--- config.mk ---
export PLATFORM = sky130hd
export DESIGN_NAME = axis_i2s_tx
export DESIGN_NICKNAME = d
export VERILOG_FILES = /design/src/rtl/dspedal_i2s_pkg.sv /design/src/rtl/i2s_bclk_gen.sv /design/src/rtl/axis_i2s_tx.sv
export SDC_FILE = /design/constraint.sdc
export NUM_CORES = 1
export LEC_CHECK = 0
export CAP_MARGIN = 10
export CELL_PAD_IN_SITES_DETAIL_PLACEMENT = 2
export CELL_PAD_IN_SITES_GLOBAL_PLACEMENT = 2
export CORE_MARGIN = 2
export CORE_UTILIZATION = 35
export DETAILED_ROUTE_END_ITERATION = 12
export PLACE_DENSITY = 0.78
export SKIP_CTS_REPAIR_TIMING = 1
export SYNTH_ARGS = -nofsm -noshare
export SYNTH_HDL_FRONTEND = slang
export SYNTH_SLANG_ARGS = --single-unit
export TNS_END_PERCENT = 100
--- constraint.sdc ---
create_clock -name clk -period 6.95 [get_ports clk]
set_input_delay 1.39 -clock clk [delete_from_list [all_inputs] [get_ports clk]]
set_output_delay 1.39 -clock clk [all_outputs]
set_load 0.1 [all_outputs]
--- src/rtl/dspedal_i2s_pkg.sv ---
// Shared constants and helpers for the I2S transmit/receive blocks.
package dspedal_i2s_pkg;

    // LRCLK level for each channel (Philips I2S)
    localparam logic LRCLK_LEFT  = 1'b0;
    localparam logic LRCLK_RIGHT = 1'b1;

    // Default number of BCLK periods per channel slot
    localparam int unsigned SLOT_DEFAULT = 32;

    // Width of the frame-position counter covering 0 .. 2*slot-1
    function automatic int unsigned pos_width(input int unsigned slot);
        return $clog2(2 * slot);
    endfunction

endpackage

--- src/rtl/i2s_bclk_gen.sv ---
// BCLK divider and frame-position counter, shared by the I2S tx and rx paths.
// fall_c marks the clk edge on which BCLK goes low; p_c is the frame position
// in effect from that edge onward (equal to the held position otherwise).
module i2s_bclk_gen
    import dspedal_i2s_pkg::*;
#(
    parameter int unsigned SLOT     = SLOT_DEFAULT,
    parameter int unsigned BCLK_DIV = 2,
    localparam int unsigned PW      = pos_width(SLOT)
) (
    input  logic          clk,
    input  logic          rst,
    output logic          bclk_o,
    output logic          fall_c,
    output logic [PW-1:0] p_c
);

    localparam int unsigned CW   = (BCLK_DIV > 1) ? $clog2(BCLK_DIV) : 1;
    localparam int unsigned PMAX = 2 * SLOT - 1;

    logic [CW-1:0] cnt_q, cnt_d;
    logic          bclk_q, bclk_d;
    logic [PW-1:0] p_q, p_d;

    // Divider wrap toggles BCLK; a high-to-low toggle advances the position
    always_comb begin
        cnt_d  = cnt_q;
        bclk_d = bclk_q;
        p_d    = p_q;
        fall_c = 1'b0;
        if (cnt_q == CW'(BCLK_DIV - 1)) begin
            cnt_d  = '0;
            bclk_d = ~bclk_q;
            fall_c = bclk_q;
        end else begin
            cnt_d = cnt_q + CW'(1);
        end
        if (fall_c) begin
            p_d = (p_q == PW'(PMAX)) ? '0 : p_q + PW'(1);
        end
    end

    // Position starts at the last slot bit so the first fall opens a frame
    always_ff @(posedge clk or negedge rst) begin
        if (!rst) begin
            cnt_q  <= '0;
            bclk_q <= 1'b0;
            p_q    <= PW'(PMAX);
        end else begin
            cnt_q  <= cnt_d;
            bclk_q <= bclk_d;
            p_q    <= p_d;
        end
    end

    assign bclk_o = bclk_q;
    assign p_c    = p_d;

endmodule

--- src/rtl/axis_i2s_tx.sv ---
// AXI-Stream stereo sample sink driving a Philips I2S DAC link as bus master.
// One holding register absorbs a sample while the current frame is shifting.
module axis_i2s_tx
    import dspedal_i2s_pkg::*;
#(
    parameter int unsigned DW       = 24,
    parameter int unsigned SLOT     = SLOT_DEFAULT,
    parameter int unsigned BCLK_DIV = 2
) (
    input  logic            clk,
    input  logic            rst,
    input  logic [2*DW-1:0] s_axis_tdata,
    input  logic            s_axis_tvalid,
    output logic            s_axis_tready,
    output logic            i2s_bclk,
    output logic            i2s_lrclk,
    output logic            i2s_sdata,
    output logic            frame_start,
    output logic            underrun
);

    localparam int unsigned PW = pos_width(SLOT);
    localparam int unsigned SW = 2 * DW;
    localparam int unsigned IW = (SW > 1) ? $clog2(SW) : 1;

    logic          fall_c;
    logic [PW-1:0] p_c;

    logic [SW-1:0] hold_q, hold_d;
    logic          ready_q, ready_d;
    logic [SW-1:0] shreg_q, shreg_d;
    logic          lrclk_q, lrclk_d;
    logic          sdata_q, sdata_d;
    logic          fstart_q, fstart_d;
    logic          urun_q, urun_d;
    logic          load;
    logic [31:0]   pos;

    i2s_bclk_gen #(
        .SLOT     (SLOT),
        .BCLK_DIV (BCLK_DIV)
    ) u_bclk_gen (
        .clk    (clk),
        .rst    (rst),
        .bclk_o (i2s_bclk),
        .fall_c (fall_c),
        .p_c    (p_c)
    );

    // Handshake, frame load from the holding register, and serial bit select
    always_comb begin
        hold_d   = hold_q;
        ready_d  = ready_q;
        shreg_d  = shreg_q;
        lrclk_d  = lrclk_q;
        sdata_d  = sdata_q;
        fstart_d = 1'b0;
        urun_d   = 1'b0;
        pos      = 32'(p_c);
        load     = fall_c && (p_c == '0);

        if (s_axis_tvalid && ready_q) begin
            hold_d  = s_axis_tdata;
            ready_d = 1'b0;
        end

        // A sample arriving on the load edge itself waits for the next frame
        if (load) begin
            fstart_d = 1'b1;
            if (!ready_q) begin
                shreg_d = hold_q;
                ready_d = 1'b1;
            end else begin
                shreg_d = '0;
                urun_d  = 1'b1;
            end
        end

        if (fall_c) begin
            lrclk_d = (pos >= SLOT - 1 && pos <= 2 * SLOT - 2) ? LRCLK_RIGHT : LRCLK_LEFT;
            sdata_d = 1'b0;
            if (pos < DW) begin
                sdata_d = shreg_d[IW'(SW - 1 - pos)];
            end else if (pos >= SLOT && pos < SLOT + DW) begin
                sdata_d = shreg_d[IW'(DW - 1 - (pos - SLOT))];
            end
        end
    end

    // State and output registers; reset drops any held sample
    always_ff @(posedge clk or negedge rst) begin
        if (!rst) begin
            hold_q   <= '0;
            ready_q  <= 1'b1;
            shreg_q  <= '0;
            lrclk_q  <= LRCLK_LEFT;
            sdata_q  <= 1'b0;
            fstart_q <= 1'b0;
            urun_q   <= 1'b0;
        end else begin
            hold_q   <= hold_d;
            ready_q  <= ready_d;
            shreg_q  <= shreg_d;
            lrclk_q  <= lrclk_d;
            sdata_q  <= sdata_d;
            fstart_q <= fstart_d;
            urun_q   <= urun_d;
        end
    end

    assign s_axis_tready = ready_q;
    assign i2s_lrclk     = lrclk_q;
    assign i2s_sdata     = sdata_q;
    assign frame_start   = fstart_q;
    assign underrun      = urun_q;

endmodule

==> results of run 1 <==
[final timing paths]
path	end	slack [ns]	cells past startpoint
min reg2reg	shreg_q[32]$_DFF_PN0_	0.47	2
max reg2reg	i2s_sdata$_DFFE_PN0N_	1.87	14
max in group asynchronous	shreg_q[42]$_DFF_PN0_	4.60	2
min	shreg_q[32]$_DFF_PN0_	0.47	2
min in group asynchronous	hold_q[0]$_DFFE_PN0P_	1.00	1
max	i2s_sdata$_DFFE_PN0N_	1.87	14
[through the flow]
stage / util / total power [mW] / setup slack (ns)
2_1_floorplan: - / 0.709 / 2.59
3_3_place_gp: 0.410 / 0.759 / 2.28
3_5_place_dp: 0.410 / 0.765 / 1.92
4_1_cts: 0.431 / 1.29 / 1.88
5_1_grt: 0.433 / 1.32 / 1.49
6_report: 0.433 / 1.27 / 1.87
[cells in the final DEF, fill, tap and decap left out, types with 3 or more instances in the layout]
| cell | Yosys | routed |
|---|---|---|
| sky130_fd_sc_hd__dfrtp_1 | 102 | 102 |
| sky130_fd_sc_hd__nand2_1 | 75 | 74 |
| sky130_fd_sc_hd__mux2_2 | 62 | 62 |
| sky130_fd_sc_hd__clkdlybuf4s50_1 | 0 | 55 |
| sky130_fd_sc_hd__o21ai_0 | 30 | 30 |
| sky130_fd_sc_hd__nor2b_1 | 14 | 14 |
| sky130_fd_sc_hd__inv_1 | 10 | 10 |
| sky130_fd_sc_hd__nor2_1 | 10 | 10 |
| sky130_fd_sc_hd__a22o_1 | 9 | 9 |
| sky130_fd_sc_hd__clkbuf_16 | 0 | 9 |
| sky130_fd_sc_hd__nand3_1 | 8 | 8 |
| sky130_fd_sc_hd__a21oi_1 | 8 | 8 |
| sky130_fd_sc_hd__o211ai_1 | 8 | 8 |
| sky130_fd_sc_hd__dfstp_2 | 7 | 7 |
| sky130_fd_sc_hd__mux2i_1 | 6 | 6 |
| sky130_fd_sc_hd__buf_4 | 2 | 6 |
| sky130_fd_sc_hd__nand4_1 | 5 | 5 |
| sky130_fd_sc_hd__ha_1 | 5 | 5 |
| sky130_fd_sc_hd__a22oi_1 | 4 | 4 |
| sky130_fd_sc_hd__nor3_1 | 4 | 4 |
| sky130_fd_sc_hd__a32oi_1 | 4 | 4 |
| sky130_fd_sc_hd__xnor2_1 | 3 | 3 |
| sky130_fd_sc_hd__a21o_1 | 3 | 3 |
| sky130_fd_sc_hd__and3_1 | 3 | 3 |
| sky130_fd_sc_hd__inv_8 | 0 | 3 |
[logic make-up after synthesis]
family	synth area share
AND/OR/NAND/NOR	0.120
buffers and inverters	0.0333
XOR/XNOR	0.00869
flip-flops	0.543
multiplexers	0.155
AO/OA/AOI/OAI	0.127
adder cells (fa/ha/maj)	0.0124
[metal layers]
metal / global-route usage / share of wire / routed length, um / up-vias
met3: 0.0481 / 0.031 / 431 / 15
li1: - / - / - / 1686
met5: 0 / 0 / 0 / -
met2: 0.330 / 0.51 / 7030 / 58
met4: 0.0499 / 0.015 / 206 / 0
met1: 0.251 / 0.45 / 6190 / 1885
[area by class of cell]
class | count | area, sq um
Tap cell | 180 | 225
Clock buffer | 9 | 225
Clock inverter | 7 | 66.3
Fill cell | 1444 | 7940
Sequential cell | 109 | 2740
Multi-Input combinational cell | 301 | 2140
Timing Repair Buffer | 62 | 616
Inverter | 12 | 45.0
[critical path: stages (launching register included)]
cell and delay, ns:
sky130_fd_sc_hd__dfrtp_1 0.54, sky130_fd_sc_hd__and2_1 0.36, sky130_fd_sc_hd__nand4_1 0.22, sky130_fd_sc_hd__o31ai_1 0.73, sky130_fd_sc_hd__inv_1 0.18, sky130_fd_sc_hd__ha_1 0.25, sky130_fd_sc_hd__nand4b_1 0.12, sky130_fd_sc_hd__a21o_2 0.56
sky130_fd_sc_hd__inv_2 0.35, sky130_fd_sc_hd__mux2_2 0.37, sky130_fd_sc_hd__a222oi_1 0.32, sky130_fd_sc_hd__nand3_1 0.17, sky130_fd_sc_hd__mux2_2 0.30, sky130_fd_sc_hd__o2111a_1 0.24, sky130_fd_sc_hd__a211o_1 0.26
[report_power, final]
group          total (mW)  internal [mW]  switching, mW
Sequential          0.673          0.658         0.0151
Combinational      0.0779         0.0477         0.0302
Clock               0.514          0.253          0.261
==> results.md, run 1 <==
Status:
- The run finished with clean final reports.

Placed design:
- The total cell area at the placement stage is 0.00574 sq mm.
- The total instance count after detailed placement is 663.
- Once detailed placement completed, the half-perimeter wirelength came to 9.50 mm.
- Routability-driven placement finished with a final weighted congestion of 0.797.
- The number of I/O port buffers is 56.

Job:
- The tool flagged a number of max-cap violations equal to 0.

Synth:
- The most used flip-flop cell after synthesis is sky130_fd_sc_hd__dfrtp_1.
- The mean instance size in the synthesized netlist is 11.2 sq um.
- The number of warnings reported in the yosys synthesis log is 0.
- In the post-synthesis netlist, the biggest area contributors are sky130_fd_sc_hd__dfrtp_1 (51%), sky130_fd_sc_hd__mux2_2 (14%), sky130_fd_sc_hd__nand2_1 (5.6%), sky130_fd_sc_hd__dfstp_2 (3.6%), sky130_fd_sc_hd__o21ai_0 (3.0%).
- The sequential fraction of the synthesis area is 0.543.
- The share of the synthesized area in the top cell type is 0.506.
- The total nets after synthesis is 504.
- For this run, asynchronously set or reset flops after synthesis account for 1.00.
- The number of library cell types mapped by synthesis is 59.
- After technology mapping, the gate count stands at 448.
- The cell area after technology mapping is 0.00504 sq mm.
- sky130_fd_sc_hd__dfrtp_1 is the most common cell in the netlist.
- By count the netlist is led by sky130_fd_sc_hd__dfrtp_1 (102), sky130_fd_sc_hd__nand2_1 (75), sky130_fd_sc_hd__mux2_2 (62).
- The cell taking the most area after synthesis is sky130_fd_sc_hd__dfrtp_1.
- The number of flip-flops and latches in the synthesized netlist is 109.
- The number of enable flip-flop cells after synthesis is 0.

Cells and area:
- In the final layout, the share of cells above drive strength 1 is 0.198.
- The count of non-filler cells in the finished layout is 680.
- The largest registers in the layout are hold_q (48), shreg_q (48), u_bclk_gen.p_q (6).
- The finished cells cover 0.00605 sq mm.
- The number of inserted diodes is 0.
- The area overhead of the layout relative to synthesis is 20.1%.
- The number of nets in the final layout is 551.

Clock tree:
- The longest clock path from root to sink contains 2 buffers.
- The tree is rooted in a sky130_fd_sc_hd__clkbuf_16.
- TritonCTS created 9 clock buffers.
- The total clock sinks is 109.
- For the worst-skew pair, the clock arrives at the later sink with an insertion delay of 0.36 ns.
- The post-CTS clock slew at the launch and capture registers of the worst setup and hold paths is 0.08 ns.
- The clock tree from TritonCTS is built.
- The number of H-tree branching levels is 3.

Detailed routing:
- The number of optimization iterations in the first detailed-route pass is 4.
- The total length of routed wires is 13.9 mm.
- The DRC violation count after routing is 0.
- The total via count after detailed routing is 3644.
- The detailed router finished its first iteration with 126 violations.
- The wire length per cell is 20.4 um.
- The residual antenna-violating net count after detailed routing is 0.
- After detailed routing, the number of vias per cell comes to 5.36.

STA:
- Dividing the final minimum period by the clock period gives 0.731.
- The tightest hold path in the finished design has a slack of 0.471 ns.
- The smallest clock period supported by the final layout is computed as 5.08 ns.
- The max-slew violation count is 0.
- The number of hold violations in the final report is 0.
- The worst-margin pin slew is 0.974 ns.
- Headroom to the max-slew limit came out at 0.348.
- For the final routed database, the setup TNS stands at 0 ns.
- Setup repair after global routing left no endpoint under its margin.
- The number of setup violations in the final report is 0.
- On the final layout, the worst clock skew is 0.00796 ns.
- For this run, the top clock speed supported by timing is 197 MHz.

Die:
- The effective utilization at floorplan is 0.360.
- The horizontal die dimension is 124 um.
- The I/O pin count is 57.
- The core region is 0.0140 sq mm.
- The floorplan has 43 rows.
- The die area is 0.0154 sq mm.
- The die is 124 um tall.

Worst setup path:
- The path type of the worst setup path is reg -> reg.
- For the worst setup path, the data arrival time is 5.33 ns.
- In this run the worst path has a maximum fanout of 38.
- The startpoint of the worst register-to-register path is u_bclk_gen.bclk_o$_DFFE_PN0P_.
- The critical path starts at u_bclk_gen.bclk_o$_DFFE_PN0P_.
- STA classifies the critical path startpoint as a register.
- The worst setup path is captured at a register.
- The endpoint required time on the critical path is 7.20 ns.

Global route:
- Entering global routing, the biggest net connects 73 pins.
- The initial antenna violation count is 0.
- The first global-routing pass estimated 22.6 mm of wire.
- Across every metal layer, demand over resource in global routing totals 0.195.
- The via count of the first global-routing pass is 4132.
- After global routing the overflow that remains totals 0.

Power and ir drop:
- The total power divided by cell area is 209 mW/mm^2.
- The largest vdd supply drop is 0.158 mV.
- The total leakage power is 2.73 nW.

Min path:
- In this run the worst hold path is classified as reg -> reg.
- The startpoint of the most critical hold path is shreg_q[32]$_DFF_PN0_.
Power figures use the tool's default switching activity.
==> run 2: changes to the inputs <==
--- a/config.mk
+++ b/config.mk
@@ -9,9 +9,9 @@
 export CELL_PAD_IN_SITES_DETAIL_PLACEMENT = 2
 export CELL_PAD_IN_SITES_GLOBAL_PLACEMENT = 2
 export CORE_MARGIN = 2
-export CORE_UTILIZATION = 35
+export CORE_UTILIZATION = 34
 export DETAILED_ROUTE_END_ITERATION = 12
-export PLACE_DENSITY = 0.78
+export PLACE_DENSITY = 0.79
 export SKIP_CTS_REPAIR_TIMING = 1
 export SYNTH_ARGS = -nofsm -noshare
 export SYNTH_HDL_FRONTEND = slang
==> constraint.sdc (replaced) <==
create_clock -name clk -period 4.1 [get_ports clk]
set_input_delay 0.82 -clock clk [delete_from_list [all_inputs] [get_ports clk]]
set_output_delay 0.82 -clock clk [all_outputs]
set_load 0.1 [all_outputs]
==> run 2 against run 1 <==
Against the previous run: sequential share of layout area down 1.5 points; worst setup slack worse by 1.6 ns; via count up 3.4%; flip-flop and latch count unchanged; cell count up 2.8%; hold slack better by 0.020 ns; global-route usage down 0.69 points; sequential power up 69%; count of clock-buffer cells in the layout up 4; register-to-register slack worse by 1.6 ns; routed wire length up 4.3%; largest cell class unchanged.
==> results.md, run 2 (synthesis results as in run 1) <==
Worst setup path:
- The data arrival time of the critical path is 4.12 ns (-1.21 ns).
- The endpoint required time on the critical path was 4.34 ns (-2.86 ns).
- The maximum fanout along the worst path is 13 (-66%).
- The number of buffer and inverter instances along the worst setup path was 2 (unchanged).
- Walking the worst path, the cells encountered are ha_4, nand4_1, a21o_1, nand2_1, o31ai_1, inv_1, ha_1, nand4b_1, a21o_4, inv_6, mux2_2, a222oi_1, nand3_1, mux2_2, o2111a_1, a211o_1.
- The startpoint kind of the worst setup timing path is a register.
- The peak per-stage delay on the critical path was 0.63 ns (-0.10 ns).
- The path type of the worst setup path is reg -> reg.
- The cell family with the largest share of critical-path delay is compound AO/OA/AOI/OAI gates.
- The cell occurring most often along the worst timing path is sky130_fd_sc_hd__mux2_2.
- STA classifies the critical path endpoint as a register.
- The worst-path cell with the longest stage delay is sky130_fd_sc_hd__dfstp_2.
- The minimum setup slack among reg-to-reg paths came to 0.22 ns (-1.65 ns).

STA:
- The fraction of the cycle the final worst path needs was 0.946 (+0.215).
- The final setup skew is 0.00657 ns (-0.00139 ns).
- The number of setup violations in the final report is 0 (unchanged).
- The max-slew violation count is 0 (unchanged).
- The worst slew slack as a fraction of its limit was 0.244 (-0.104).
- The worst hold slack came to 0.491 ns (+0.0203 ns).
- The setup TNS after final layout is 0 ns (unchanged).
- The fmax came to 258 MHz (+31%).
- The number of hold violations in the final report was 0 (unchanged).
- The time the final worst path needs with I/O delays and setup is 3.88 ns (-1.20 ns).
- The worst-margin pin slew came to 1.13 ns (+0.156 ns).

Job:
- The count of maximum capacitance violations is 0 (unchanged).

Clock tree:
- The number of H-tree branching levels is 3 (unchanged).
- The latest clock arrival within the worst-skew pair was 0.36 ns (about the same).
- The total clock sinks was 109 (unchanged).
- TritonCTS built the clock tree.
- In this run the clock root is driven by a sky130_fd_sc_hd__clkbuf_16.
- The total clock buffers created by CTS is 9 (unchanged).
- The maximum buffer depth of the clock tree is 2 (unchanged).
- The post-CTS clock slew at the launch and capture registers of the worst setup and hold paths came to 0.07 ns (about the same).

Die:
- The area of the core is 0.0145 sq mm (+3.9%).
- The die area is 0.0158 sq mm (+2.8%).
- The cell row count is 44 (+2.3%).
- The y dimension of the die was 126 um (+1.4%).
- The effective utilization at floorplan is 0.347 (-0.0135).
- The I/O pin count was 57 (unchanged).
- The horizontal die dimension is 126 um (+1.4%).

Detailed routing:
- The total via count after detailed routing was 3768 (+3.4%).
- The number of optimization iterations in the first detailed-route pass is 4 (unchanged).
- The DRC violation count after routing came to 0 (unchanged).
- The initial DRC count is 227 (+80%).
- The detailed-route vias per instance is 5.39 (+0.59%).
- The residual antenna-violating net count after detailed routing is 0 (unchanged).
- The total length of routed wires was 14.5 mm (+4.3%).
- The wire length per cell is 20.7 um (+1.4%).

Cells and area:
- The area used by multi-input combinational logic was 0.00217 sq mm (+1.5%).
- The number of inserted diodes was 0 (unchanged).
- The commonest non-fill, non-tap cell in the layout is sky130_fd_sc_hd__dfrtp_1.
- The layout filler cell count is 1509 (+4.5%).
- The top cell types in the final layout, fill and taps aside, are sky130_fd_sc_hd__dfrtp_1 (101), sky130_fd_sc_hd__nand2_1 (74), sky130_fd_sc_hd__mux2_2 (62), sky130_fd_sc_hd__clkdlybuf4s50_1 (55), sky130_fd_sc_hd__o21ai_0 (30).
- The largest registers in the layout are hold_q (48), shreg_q (48), u_bclk_gen.p_q (6).
- The area overhead of the layout relative to synthesis is 24.3%.
- The number of nets in the final layout is 566 (+2.7%).
- The fraction of layout cells with a size suffix above 1 was 0.227 (+0.0292).
- The sequential standard cell area is 0.00274 sq mm (about the same).

Power and ir drop:
- The total power divided by cell area came to 354 mW/mm^2 (+69%).
- The total leakage power is 2.83 nW (+3.9%).
- The power consumption is 2.22 mW (+75%).
- The portion of total power attributed to the clock network is 0.425 (+0.019).
- The register share of total power was 0.514 (-0.018).
- The switching power of the nets is 489 uW (+60%).
- The largest vdd supply drop is 0.283 mV (+80%).
- The switching portion of total power is 0.220 (-0.0218).
- The relative contribution of combinational cells to total power is 0.061 (about the same).
- The internal power summed over all cells was 1.73 mW (+80%).

Min path:
- The worst hold path belongs to the class in -> async.

Global route:
- The global-route wire length before repair is 23.3 mm (+2.9%).
- The via count of the first global-routing pass is 4167 (+0.85%).
- The total congestion overflow is 0 (unchanged).
- The initial antenna violation count was 0 (unchanged).
- The pin count of the biggest net entering global routing was 76 (+4.1%).
- The overall global routing resource usage came to 0.188 (-0.00690).

Placed design:
- The number of I/O port buffers is 56 (unchanged).
- The routability congestion estimate came to 0.809 (+1.5%).
- The placed wire-length estimate is 9.71 mm (+2.3%).

Status:
- The flow ran to the end, and the final reports show no timing, DRC or antenna violations.
## run 2: changes by cell type in the layout (fill, tap and decap cells not counted), moves of 2 or more
cell                         before  now
sky130_fd_sc_hd__clkbuf_8         0    3
sky130_fd_sc_hd__buf_4            6   19
sky130_fd_sc_hd__clkinvlp_4       2    0
sky130_fd_sc_hd__inv_8            3    1
## run 2: final cells by class
class                   count  area share
flip-flops and latches    109       0.437
clock buffers              13      0.0431
repair buffers             77       0.121
inverters                  12     0.00799
clock inverters             3     0.00799
well taps                 184      0.0367
multi-input cells         301       0.346
## run 2: metrics by stage
step / utilization / std cells / instance area [sq um] / setup slack (ns)
final: 0.431 / 699 / 6270 / 0.221
after floorplan: - / 448 / 5040 / 0.0232
after global placement: 0.402 / 677 / 5850 / 0.206
after CTS: 0.424 / 693 / 6170 / -0.125
after global routing: 0.431 / 699 / 6270 / -0.00510
after detailed placement: 0.402 / 677 / 5850 / -0.0241
## run 2: final timing paths
kind,from,to,cells past startpoint
worst max register to register,u_bclk_gen.p_q[0]$_DFF_PN1_,i2s_sdata$_DFFE_PN0N_,16
min in group clk,shreg_q[7]$_DFF_PN0_,shreg_q[7]$_DFF_PN0_,2
worst max-delay path,u_bclk_gen.p_q[0]$_DFF_PN1_,i2s_sdata$_DFFE_PN0N_,16
worst min-delay path,rst,hold_q[14]$_DFFE_PN0P_,1
max in group asynchronous,rst,u_bclk_gen.p_q[3]$_DFF_PN1_,2
worst min register to register,shreg_q[7]$_DFF_PN0_,shreg_q[7]$_DFF_PN0_,2
## run 2: routing by layer
layer | GRT usage | part of all wire | vias up
li1 | - | - | 1723
met1 | 0.244 | 0.45 | 1953
met2 | 0.320 | 0.50 | 74
met3 | 0.0399 | 0.032 | 18
met4 | 0.0549 | 0.016 | 0
met5 | 0 | 0 | -
## run 2: power groups by stage
stage | clock network [mW] | registers (mW) | logic [mW]
after floorplan | 0 | 1.15 | 0.0516
after global placement | 0 | 1.16 | 0.130
after detailed placement | 0 | 1.16 | 0.137
after CTS | 0.965 | 1.14 | 0.139
after global routing | 1.01 | 1.15 | 0.151
final | 0.944 | 1.14 | 0.134
==> run 3: changes to the inputs <==
--- a/config.mk
+++ b/config.mk
@@ -12,6 +12,7 @@
 export CORE_UTILIZATION = 34
 export DETAILED_ROUTE_END_ITERATION = 12
 export PLACE_DENSITY = 0.79
+export RECOVER_POWER = 50
 export SKIP_CTS_REPAIR_TIMING = 1
 export SYNTH_ARGS = -nofsm -noshare
 export SYNTH_HDL_FRONTEND = slang
==> run 3 against run 2 <==
Against the previous run: the flow now finishes with violations (max-capacitance violations, max-slew violations); clock skew hardly changed; clock power about the same; cell area hardly changed; die area is the same; sequential share of layout area about the same.
==> results.md, run 3 (synthesis results as in run 1) <==
Worst setup path:
- The cell family with the largest share of critical-path delay is compound AO/OA/AOI/OAI gates.
- Traced cell by cell, the critical path runs through ha_4, nand4_1, a21o_1, nand2_1, o31ai_1, inv_1, ha_1, nand4b_1, a21o_4, inv_6, mux2_2, a222oi_1, nand3_1, mux2_2, o2111a_1, a211o_1.
- The number of buffer and inverter instances along the worst setup path is 2 (unchanged).
- The data arrival time of the critical path is 4.12 ns (about the same).
- The maximum fanout along the worst path came to 13 (unchanged).
- The cell occurring most often along the worst timing path is sky130_fd_sc_hd__mux2_2.
- The startpoint kind of the worst setup timing path is a register.
- The peak per-stage delay on the critical path is 0.63 ns (about the same).
- The critical path is of the reg -> reg type.
- The endpoint required time on the critical path was 4.34 ns (about the same).
- The sort of element at the end of the critical path is a register.
- Among all stages on the critical path, the largest delay is contributed by sky130_fd_sc_hd__dfstp_2.

Clock tree:
- The clock tree from TritonCTS is built.
- The post-CTS clock slew at the launch and capture registers of the worst setup and hold paths is 0.07 ns (about the same).
- The number of H-tree branching levels came to 3 (unchanged).
- The total clock sinks was 109 (unchanged).
- The root buffer cell chosen for the clock tree is sky130_fd_sc_hd__clkbuf_16.
- The maximum buffer depth of the clock tree was 2 (unchanged).
- The total clock buffers created by CTS came to 9 (unchanged).
- The latest clock arrival within the worst-skew pair is 0.36 ns (about the same).

Status:
- The final reports fail on max-capacitance violations, max-slew violations.
- The flow ran to the end, but the final reports show violations.

Detailed routing:
- The residual antenna-violating net count after detailed routing is 0 (unchanged).
- The detailed-route vias per instance is 5.39 (about the same).
- The number of optimization iterations in the first detailed-route pass is 4 (unchanged).
- The DRC violation count after routing is 0 (unchanged).
- The total length of routed wires is 14.5 mm (about the same).
- The wire length per cell is 20.7 um (about the same).
- The initial DRC count is 227 (unchanged).
- The total via count after detailed routing came to 3769 (+0.027%).

Power and ir drop:
- The relative contribution of combinational cells to total power is 0.060 (about the same).
- The portion of total power attributed to the clock network was 0.426 (about the same).
- The largest vdd supply drop is 0.283 mV (unchanged).
- The switching power of the nets is 489 uW (about the same).
- The total leakage power is 2.83 nW (-0.13%).
- The switching portion of total power is 0.220 (about the same).
- The register share of total power was 0.514 (about the same).
- The internal power summed over all cells is 1.73 mW (about the same).
- The total power divided by cell area came to 354 mW/mm^2 (about the same).

Global route:
- The overall global routing resource usage is 0.188 (unchanged).
- The initial antenna violation count is 0 (unchanged).
- The pin count of the biggest net entering global routing is 76 (unchanged).
- The total congestion overflow is 0 (unchanged).
- The via count of the first global-routing pass is 4167 (unchanged).
- The global-route wire length before repair is 23.3 mm (unchanged).

STA:
- The number of setup violations in the final report is 0 (unchanged).
- The fraction of the cycle the final worst path needs is 0.946 (unchanged).
- The max-slew violation count is 48 (+48).
- The worst slew slack as a fraction of its limit is -0.847 (-1.09).
- The time the final worst path needs with I/O delays and setup is 3.88 ns (unchanged).
- The worst-margin pin slew is 2.77 ns (+1.64 ns).
- The fmax is 258 MHz (unchanged).
- The final setup skew was 0.00656 ns (-0.0000135 ns).
- The number of hold violations in the final report is 0 (unchanged).

Die:
- The y dimension of the die came to 126 um (unchanged).
- The cell row count is 44 (unchanged).
- The area of the core was 0.0145 sq mm (unchanged).
- The horizontal die dimension was 126 um (unchanged).
- The I/O pin count was 57 (unchanged).
- The effective utilization at floorplan came to 0.347 (unchanged).
- The die area is 0.0158 sq mm (unchanged).

Placed design:
- The total instance count after detailed placement is 677 (unchanged).
- The number of I/O port buffers is 56 (unchanged).
- The total cell area at the placement stage is 0.00585 sq mm (unchanged).
- The routability congestion estimate came to 0.809 (unchanged).
- The placed wire-length estimate was 9.71 mm (unchanged).

Cells and area:
- The count of non-filler cells in the finished layout is 699 (unchanged).
- In the final layout, the registers with the most flip-flops are hold_q (48), shreg_q (48), u_bclk_gen.p_q (6).
- The number of inserted diodes came to 0 (unchanged).
- The area overhead of the layout relative to synthesis came to 24.3% (about the same).
- The end-of-flow core utilization was 0.431 (about the same).
- The area of all placed cells without fillers is 0.00626 sq mm (about the same).
- The fraction of layout cells with a size suffix above 1 is 0.225 (-0.00194).
- The commonest non-fill, non-tap cell in the layout is sky130_fd_sc_hd__dfrtp_1.
- The layout filler cell count came to 1510 (+0.066%).
- The number of nets in the final layout is 566 (unchanged).
- Leaving out fill and tap cells, the most frequent cells in the layout are sky130_fd_sc_hd__dfrtp_1 (101), sky130_fd_sc_hd__nand2_1 (74), sky130_fd_sc_hd__mux2_2 (62), sky130_fd_sc_hd__clkdlybuf4s50_1 (55), sky130_fd_sc_hd__o21ai_0 (30).

Min path:
- The worst hold path class is reg -> reg.

Job:
- The count of maximum capacitance violations came to 1 (+1).
run 3: changes by cell type in the layout (fill, tap and decap cells not counted), sizes merged:
cell | before | now
clkbuf | 14 | 15
buf | 21 | 20
run 3: path summary, 6_finish.rpt:
check / start / end / slack [ns] / cells past startpoint
worst min register to register: shreg_q[7]$_DFF_PN0_ / shreg_q[7]$_DFF_PN0_ / 0.50 / 2
max in group asynchronous: rst / u_bclk_gen.bclk_o$_DFFE_PN0P_ / 0.99 / 1
min in group asynchronous: rst / hold_q[14]$_DFFE_PN0P_ / 1.34 / 1
worst min-delay path: shreg_q[7]$_DFF_PN0_ / shreg_q[7]$_DFF_PN0_ / 0.50 / 2
worst max-delay path: u_bclk_gen.p_q[0]$_DFF_PN1_ / i2s_sdata$_DFFE_PN0N_ / 0.22 / 16
worst max register to register: u_bclk_gen.p_q[0]$_DFF_PN1_ / i2s_sdata$_DFFE_PN0N_ / 0.22 / 16
run 3: metal layers:
layer,vias to the layer above,routed length [um],global-route usage
met3,18,460,0.0399
li1,1724,-,-
met2,74,7230,0.320
met4,0,226,0.0549
met1,1953,6530,0.244
met5,-,0,0
run 3: tightest hold or removal path, cell delays in order, from the launching register on:
cell and delay [ns]:
sky130_fd_sc_hd__dfrtp_1 0.33, sky130_fd_sc_hd__nand2_1 0.07, sky130_fd_sc_hd__nand2_1 0.06
run 3: power by group through the flow:
stage	clock [mW]	combinational (mW)	sequential [mW]
after detailed placement	0	0.137	1.16
final	0.944	0.134	1.14
after global routing	1.01	0.151	1.15
after global placement	0	0.130	1.16
after floorplan	0	0.0516	1.15
after CTS	0.965	0.139	1.14
run 3: cell type report:
cell class	instances	area, sq um	area share
Sequential cell	109	2740	0.437
Clock inverter	3	50.0	0.00799
Tap cell	184	230	0.0368
Inverter	12	50.0	0.00799
Clock buffer	13	270	0.0432
Multi-Input combinational cell	301	2170	0.346
Timing Repair Buffer	77	754	0.120
run 3: per-stage QoR:
step | setup TNS (ns) | worst slack [ns] | total power, mW | hold slack (ns)
detailed placement | -0.0241 | -0.0241 | 1.30 | 0.457
floorplan | 0 | 0.0232 | 1.20 | 0.429
global route | -0.00510 | -0.00510 | 2.30 | 0.517
global placement | 0 | 0.206 | 1.29 | 0.448
finish | 0 | 0.221 | 2.22 | 0.499
CTS | -0.125 | -0.125 | 2.24 | 0.489
